$ cat src/rtl/user_priority_arbiter.sv
// user_priority_arbiter
// Owner-selection stage behind the two-bit profile comparator. Holds the
// current owner's profile, presents owner/candidate profiles to the
// comparator and grants or denies takeovers, with a minimum post-grant hold
// time and a level REQ/ACK/DENY handshake toward the access front end.
//
// Ports
//   CLK, RST_N     clock (rising edge), asynchronous active-low reset
//   REQ, REQ_U     access request (level) and requesting profile
//   REL            owner release pulse
//   P_SIGNAL       comparator result: CMP_U strictly outranks CUR_U
//   CUR_U, CMP_U   owner / candidate profiles to the comparator
//   ACTIVE         an owner exists
//   ACK, DENY      handshake responses (level, cleared by REQ low)
//   PREEMPT        one-cycle pulse when a grant displaced an owner
//   BUSY           state is EVAL or HOLD
module user_priority_arbiter #(
    parameter int unsigned HOLD_CYCLES = 8
) (
    input  logic       CLK,
    input  logic       RST_N,
    input  logic       REQ,
    input  logic [1:0] REQ_U,
    input  logic       REL,
    input  logic       P_SIGNAL,
    output logic [1:0] CUR_U,
    output logic [1:0] CMP_U,
    output logic       ACTIVE,
    output logic       ACK,
    output logic       DENY,
    output logic       PREEMPT,
    output logic       BUSY
);

    localparam int unsigned TW = (HOLD_CYCLES > 0) ? $clog2(HOLD_CYCLES + 1) : 1;
    localparam logic [TW-1:0] HOLD_LOAD = TW'(HOLD_CYCLES);

    typedef enum logic [1:0] {
        IDLE  = 2'd0,
        OWNED = 2'd1,
        EVAL  = 2'd2,
        HOLD  = 2'd3
    } state_t;

    // With no hold time a grant lands directly in OWNED.
    localparam state_t GRANT_STATE = (HOLD_CYCLES == 0) ? OWNED : HOLD;

    state_t        state, state_n;
    logic [TW-1:0] timer, timer_n;
    logic [1:0]    cur_n, cmp_n;
    logic          active_n, ack_n, deny_n, preempt_n, busy_n;
    logic          accept;

    // State and output registers
    always_ff @(posedge CLK or negedge RST_N) begin
        if (!RST_N) begin
            state   <= IDLE;
            timer   <= '0;
            CUR_U   <= 2'b00;
            CMP_U   <= 2'b00;
            ACTIVE  <= 1'b0;
            ACK     <= 1'b0;
            DENY    <= 1'b0;
            PREEMPT <= 1'b0;
            BUSY    <= 1'b0;
        end else begin
            state   <= state_n;
            timer   <= timer_n;
            CUR_U   <= cur_n;
            CMP_U   <= cmp_n;
            ACTIVE  <= active_n;
            ACK     <= ack_n;
            DENY    <= deny_n;
            PREEMPT <= preempt_n;
            BUSY    <= busy_n;
        end
    end

    // Next-state and next-output logic
    always_comb begin
        state_n   = state;
        timer_n   = timer;
        cur_n     = CUR_U;
        cmp_n     = CMP_U;
        active_n  = ACTIVE;
        // Handshake flags hold while REQ is high and drop once it is low.
        ack_n     = ACK && REQ;
        deny_n    = DENY && REQ;
        preempt_n = 1'b0;
        accept    = REQ && !ACK && !DENY;

        case (state)
            IDLE: begin
                if (accept) begin
                    cur_n    = REQ_U;
                    active_n = 1'b1;
                    ack_n    = 1'b1;
                    timer_n  = HOLD_LOAD;
                    state_n  = GRANT_STATE;
                end
            end
            OWNED: begin
                if (REL) begin
                    cur_n    = 2'b00;
                    active_n = 1'b0;
                    state_n  = IDLE;
                end else if (accept) begin
                    cmp_n   = REQ_U;
                    state_n = EVAL;
                end
            end
            EVAL: begin
                // A release during evaluation hands over without a preemption.
                if (REL || P_SIGNAL) begin
                    cur_n     = CMP_U;
                    ack_n     = 1'b1;
                    deny_n    = 1'b0;
                    preempt_n = !REL;
                    timer_n   = HOLD_LOAD;
                    state_n   = GRANT_STATE;
                end else begin
                    deny_n  = 1'b1;
                    ack_n   = 1'b0;
                    state_n = OWNED;
                end
            end
            HOLD: begin
                if (REL) begin
                    cur_n    = 2'b00;
                    active_n = 1'b0;
                    timer_n  = '0;
                    state_n  = IDLE;
                end else begin
                    timer_n = timer - TW'(1);
                    if (timer == TW'(1)) begin
                        state_n = OWNED;
                    end
                end
            end
            default: begin
                state_n = IDLE;
            end
        endcase

        busy_n = (state_n == EVAL) || (state_n == HOLD);
    end

endmodule

$ cat config.mk
export PLATFORM = sky130hd
export DESIGN_NAME = user_priority_arbiter
export DESIGN_NICKNAME = d
export VERILOG_FILES = /design/src/rtl/user_priority_arbiter.sv
export SDC_FILE = /design/constraint.sdc
export NUM_CORES = 1
export LEC_CHECK = 0
export ABC_CLOCK_PERIOD_IN_PS = 2500
export CAP_MARGIN = 10
export CELL_PAD_IN_SITES_DETAIL_PLACEMENT = 1
export CELL_PAD_IN_SITES_GLOBAL_PLACEMENT = 1
export CORE_MARGIN = 5
export CORE_UTILIZATION = 40
export DETAILED_ROUTE_END_ITERATION = 6
export PLACE_DENSITY_LB_ADDON = 0.1
export SYNTH_ARGS = -nofsm -noshare
export SYNTH_HDL_FRONTEND = slang
export SYNTH_SLANG_ARGS = --single-unit
$ cat constraint.sdc
create_clock -name CLK -period 2.5 [get_ports CLK]
set_clock_uncertainty 0.15 [all_clocks]
set_input_delay 0.625 -clock CLK [delete_from_list [all_inputs] [get_ports CLK]]
set_output_delay 0.625 -clock CLK [all_outputs]
set_load 0.1 [all_outputs]
# [Word level (Yosys, flattened, before mapping)]
# Index checks and enable logic that the tools add are counted.
[totals] regBits=15 inputBits=7 output_inout_bits=9 wordCells=62
[classes] addsub=1 n_eq_ne=9 muxes=25 bitwise_logic=1 reduce_logical=17
[ops] op="$mux W2" n=9
[ops] op="$mux W4" n=3
[ops] op="$pmux W4 S3" n=1
[ops] op="$reduce_and A3 Y1" n=4
[ops] op="$eq A2 B2 Y1 const B" n=4
[ops] op="$mux W1" n=8
[ops] op="$pmux W2 S4" n=1
[ops] op="$pmux W2 S3" n=1
[ops] op="$eq A4 B1 Y1 const B" n=1
[ops] op="$logic_and A1 B1 Y1" n=4
[ops] op="$ne A2 B2 Y1 const B" n=2
[ops] op="$pmux W1 S2" n=2
[ops] op="$sub A4 B1 Y4 const B" n=1
[ops] op="$logic_not A1 Y1" n=3
[ops] op="$reduce_bool A3 Y1" n=1
[ops] op="$eq A2 B1 Y1 const B" n=1
[ops] op="$logic_not A2 Y1" n=1
[ops] op="$logic_or A1 B1 Y1" n=2
[ops] op="$ne A2 B1 Y1 const B" n=1
[ops] op="$reduce_bool A2 Y1" n=1
[ops] op="$reduce_or A2 Y1" n=1
[ops] op="$not A1 Y1" n=1

# [Depth between registers and ports, before layout]
[logic_depth] word_depth=8 mapped_depth=5 ltp_nobuf=5

# [Least setup slack after synthesis]
# OpenSTA, ideal clock, no wires.
[synth_path] path_kind="register to register" start="register DENY" end="register CUR_U[0]" setup_ps=90 arrival_time_ps=1660 t_required_ps=2260 setup_slack_ps=600 path_stages_with_launch=4 path_buffers=0 synth_period_minus_slack_ps=1900 cell_sequence="dfrtp_1 > nor3b_2 > or2_2 > o221ai_1"
[synth_between] elab_chain_cells=4
[synth_lines] item="start, declared" line="30" source="output logic DENY,"
[synth_lines] item="start signal, assigned" line="73" source="DENY <= deny_n;"
[synth_lines] item="$logic_not A1 Y1" line="90" source="accept = REQ && !ACK && !DENY;"
[synth_lines] item="$logic_and A1 B1 Y1" line="90"
[synth_lines] item="$ne A2 B2 Y1 (no line)"
[synth_lines] item="$reduce_and A3 Y1 (no line)"
[synth_lines] item="end signal, assigned" line="69" source="CUR_U <= cur_n;"
[synth_lines] item="end, declared" line="26" source="output logic [1:0] CUR_U,"
# Every way passes these cells.
# A chain may end at the register's enable or synchronous reset.

# [Worst setup path after layout]
[layout_path] start="input P_SIGNAL" end="register CUR_U[1]"
[layout_between] elab_chain_cells=3
[layout_lines] item="start, declared" line="25" source="input logic P_SIGNAL,"
[layout_lines] item="$logic_or A1 B1 Y1" line="114" source="if (REL || P_SIGNAL) begin"
[layout_lines] item="$ne A2 B2 Y1 (no line)"
[layout_lines] item="$reduce_and A3 Y1 (no line)"
# Every way passes these cells.

==> run_results.csv <==
group,metric,value,unit
routing,drt_wl_total,2290,um
worst_setup_path,cp.required,2.50,ns
floorplanning,die_h,56.3,um
global_routing,grt_overflow,0,
synthesis,avgSynthCellArea,10.3,um^2
routing,drt_iter0_drc,7,
cts,cts_tree,"done",
synthesis,synth_area_leaders,"dfrtp_1 44%, mux2_2 5.3%, a22o_1 4.1%, o22ai_1 3.6%, ha_1 2.9%",
layout,mostFrequentLayoutCell,"buf_4",
global_routing,antenna_found_initial,0,
cts,clock_latency,0.28,ns
synthesis,syn-num-nets,92,
worst_setup_path,cp.arrival,2.00,ns
synthesis,seq_area_frac_synth,0.438,
layout,regArea,375,um^2
floorplanning,die_x,56.3,um
cts,cts.sinks,15,
synthesis,ys_ff_latch,15,
cts,clkTransAtPathRegs,0.09,ns
cts,cts_root_buf,"clkbuf_4",
worst_setup_path,slowest_delay,0.58,ns
placement,place_congestion,0.785,
sta,fmax,501,MHz
sta,period_needed,2.00,ns
synthesis,netlist_area,857,um^2
synthesis,yosysWarningCount,0,
layout,synthToLayoutAreaGrowth,24.2,%
sta,setup-violations-final,0,
cts,clockBufferDepth,2,
sta,fin_setup_tns,0,ns
worst_hold_path,hold_class,"reg -> reg",
layout,fillers,249,
worst_setup_path,crit_fanout,6,
global_routing,grt_pass1_wl,4000,um
global_routing,grtUsageTotal,0.159,
routing,vias,746,
routing,wire_per_inst,17.5,um
global_routing,grt_pass1_vias,827,
placement,port_buffers,15,
floorplanning,num_rows,16,
synthesis,ys_types,32,
routing,first_pass_iters,4,
routing,routed_via_density,5.69,
layout,antenna_cells,0,
layout,multi_input_area,434,um^2
cts,cts_hold_buf,0,
routing,drc_errors,0,
cts,cts_resized,0,
sta,slew_viol_final,0,
sta,worst_slew_pin_slew,0.479,ns
cts,cts.repair_timing.setup_buffer_count,0,
worst_setup_path,start_kind,"input pin",
sta,finalCritPeriodShare,0.799,
worst_setup_path,worstSetupEndpointType,"flip-flop",
cts,cts_made_buffers,3,
synthesis,synth_cells,83,
floorplanning,coreArea,0.00200,mm^2
layout,nets,114,
synthesis,yosysTopAreaCell,"dfrtp_1",
routing,final_antenna_net_count,0,
floorplanning,start_util,0.428,
floorplanning,dieArea,0.00317,mm^2
flow_run,cap_viol_max_count,0,
synthesis,synth_top_area_frac,0.438,
sta,hold_violations,0,
layout,layout_common_cells,"16 x buf_4, 15 x dfrtp_1, 6 x nor2_1, 6 x clkdlybuf4s50_1, 5 x o22ai_1",
global_routing,grt_max_degree,16,
cts,htree_levels,1,
worst_setup_path,critical_path_buf_inv_count,1,
placement,hpwl,1750,um
worst_setup_path,crit_chain,"clkdlybuf4s50_1 -> or4b_4 -> o211ai_1 -> o221ai_1",
worst_setup_path,crit_path_top_delay_cell,"or4b_4",
floorplanning,ios,16,
worst_setup_path,worstSetupPathType,"in -> reg",
worst_setup_path,crit_family,"simple AND/OR/NAND/NOR gates",
run_status,outcome,"completed",
sta,rsz0062_at_grt,"no",
sta,slew_headroom,0.680,
layout,layout-drive-gt1-share,0.288,
[synthesized netlist by cell type, drive strengths merged]
master,instances
ha,2
or2,1
mux2i,1
nand3,3
nand4,1
or4b,2
buf,4
dfrtp,15
a22o,4
a211oi,2
o21ai,4
nand2,3
nor2b,4
inv,4
o31ai,1
nand2b,4
mux2,4
o211ai,3
nor4b,2
nor3b,2
a21o,1
o221ai,2
nor3,1
clkbuf,1
o22ai,5
nor2,6
a31o,1
[stage by stage]
stage / area, um^2 / util / hold slack, ns / setup slack, ns / std cells
2_1_floorplan: 857 / - / 0.179 / 0.600 / 83
3_3_place_gp: 1040 / 0.519 / 0.365 / 0.261 / 127
3_5_place_dp: 1040 / 0.519 / 0.374 / 0.201 / 127
4_1_cts: 1060 / 0.532 / 0.399 / 0.504 / 131
5_1_grt: 1060 / 0.532 / 0.431 / 0.423 / 131
6_report: 1060 / 0.532 / 0.391 / 0.502 / 131
[area by class of cell]
class	count	area share
tap	27	0.0317
inverter	4	0.0141
timing repair buffer	22	0.169
sequential	15	0.353
multi-input combinational	59	0.408
clock buffer	4	0.0247
[flip-flops by register name, indices dropped and copies added (netlist names)]
register  cells
DENY          1
CUR_U         2
PREEMPT       1
CMP_U         2
timer         4
ACK           1
state         2
ACTIVE        1
BUSY          1
[worst reg2reg max path, cell delays in order (launching register included)]
cell	delay (ns)
dfrtp_1	0.65
or4b_4	0.57
o211ai_1	0.13
o221ai_1	0.15
[per-layer routing]
layer	wire length, um	track usage	vias to the layer above	share of wire
met4	10	0.0576	0	0.0044
met3	106	0.0344	2	0.046
met2	1130	0.267	14	0.49
met5	0	0	-	0
met1	1050	0.198	376	0.46
li1	-	-	354	-
[cell families after synthesis]
logic type | after synthesis | share of synthesized area
AND/OR/NAND/NOR | 29 | 0.215
AO/OA/AOI/OAI | 23 | 0.199
buffers and inverters | 9 | 0.0555
adder cells (fa/ha/maj) | 2 | 0.0292
flip-flops | 15 | 0.438
multiplexers | 5 | 0.0642
[path summary, 6_finish.rpt]
path,start,endpoint,slack [ns],cells past startpoint
setup / recovery,P_SIGNAL,CUR_U[1],0.50,4
hold / removal,CMP_U[0],CMP_U[0],0.39,1
setup reg to reg,state[1],CUR_U[1],0.72,3
hold reg to reg,CMP_U[0],CMP_U[0],0.39,1
max in group asynchronous,RST_N,timer[3],1.49,2
min in group asynchronous,RST_N,DENY,0.53,2
Power is not shown: default switching activity piles up to over one toggle a cycle in this logic, so the estimate is an artifact.
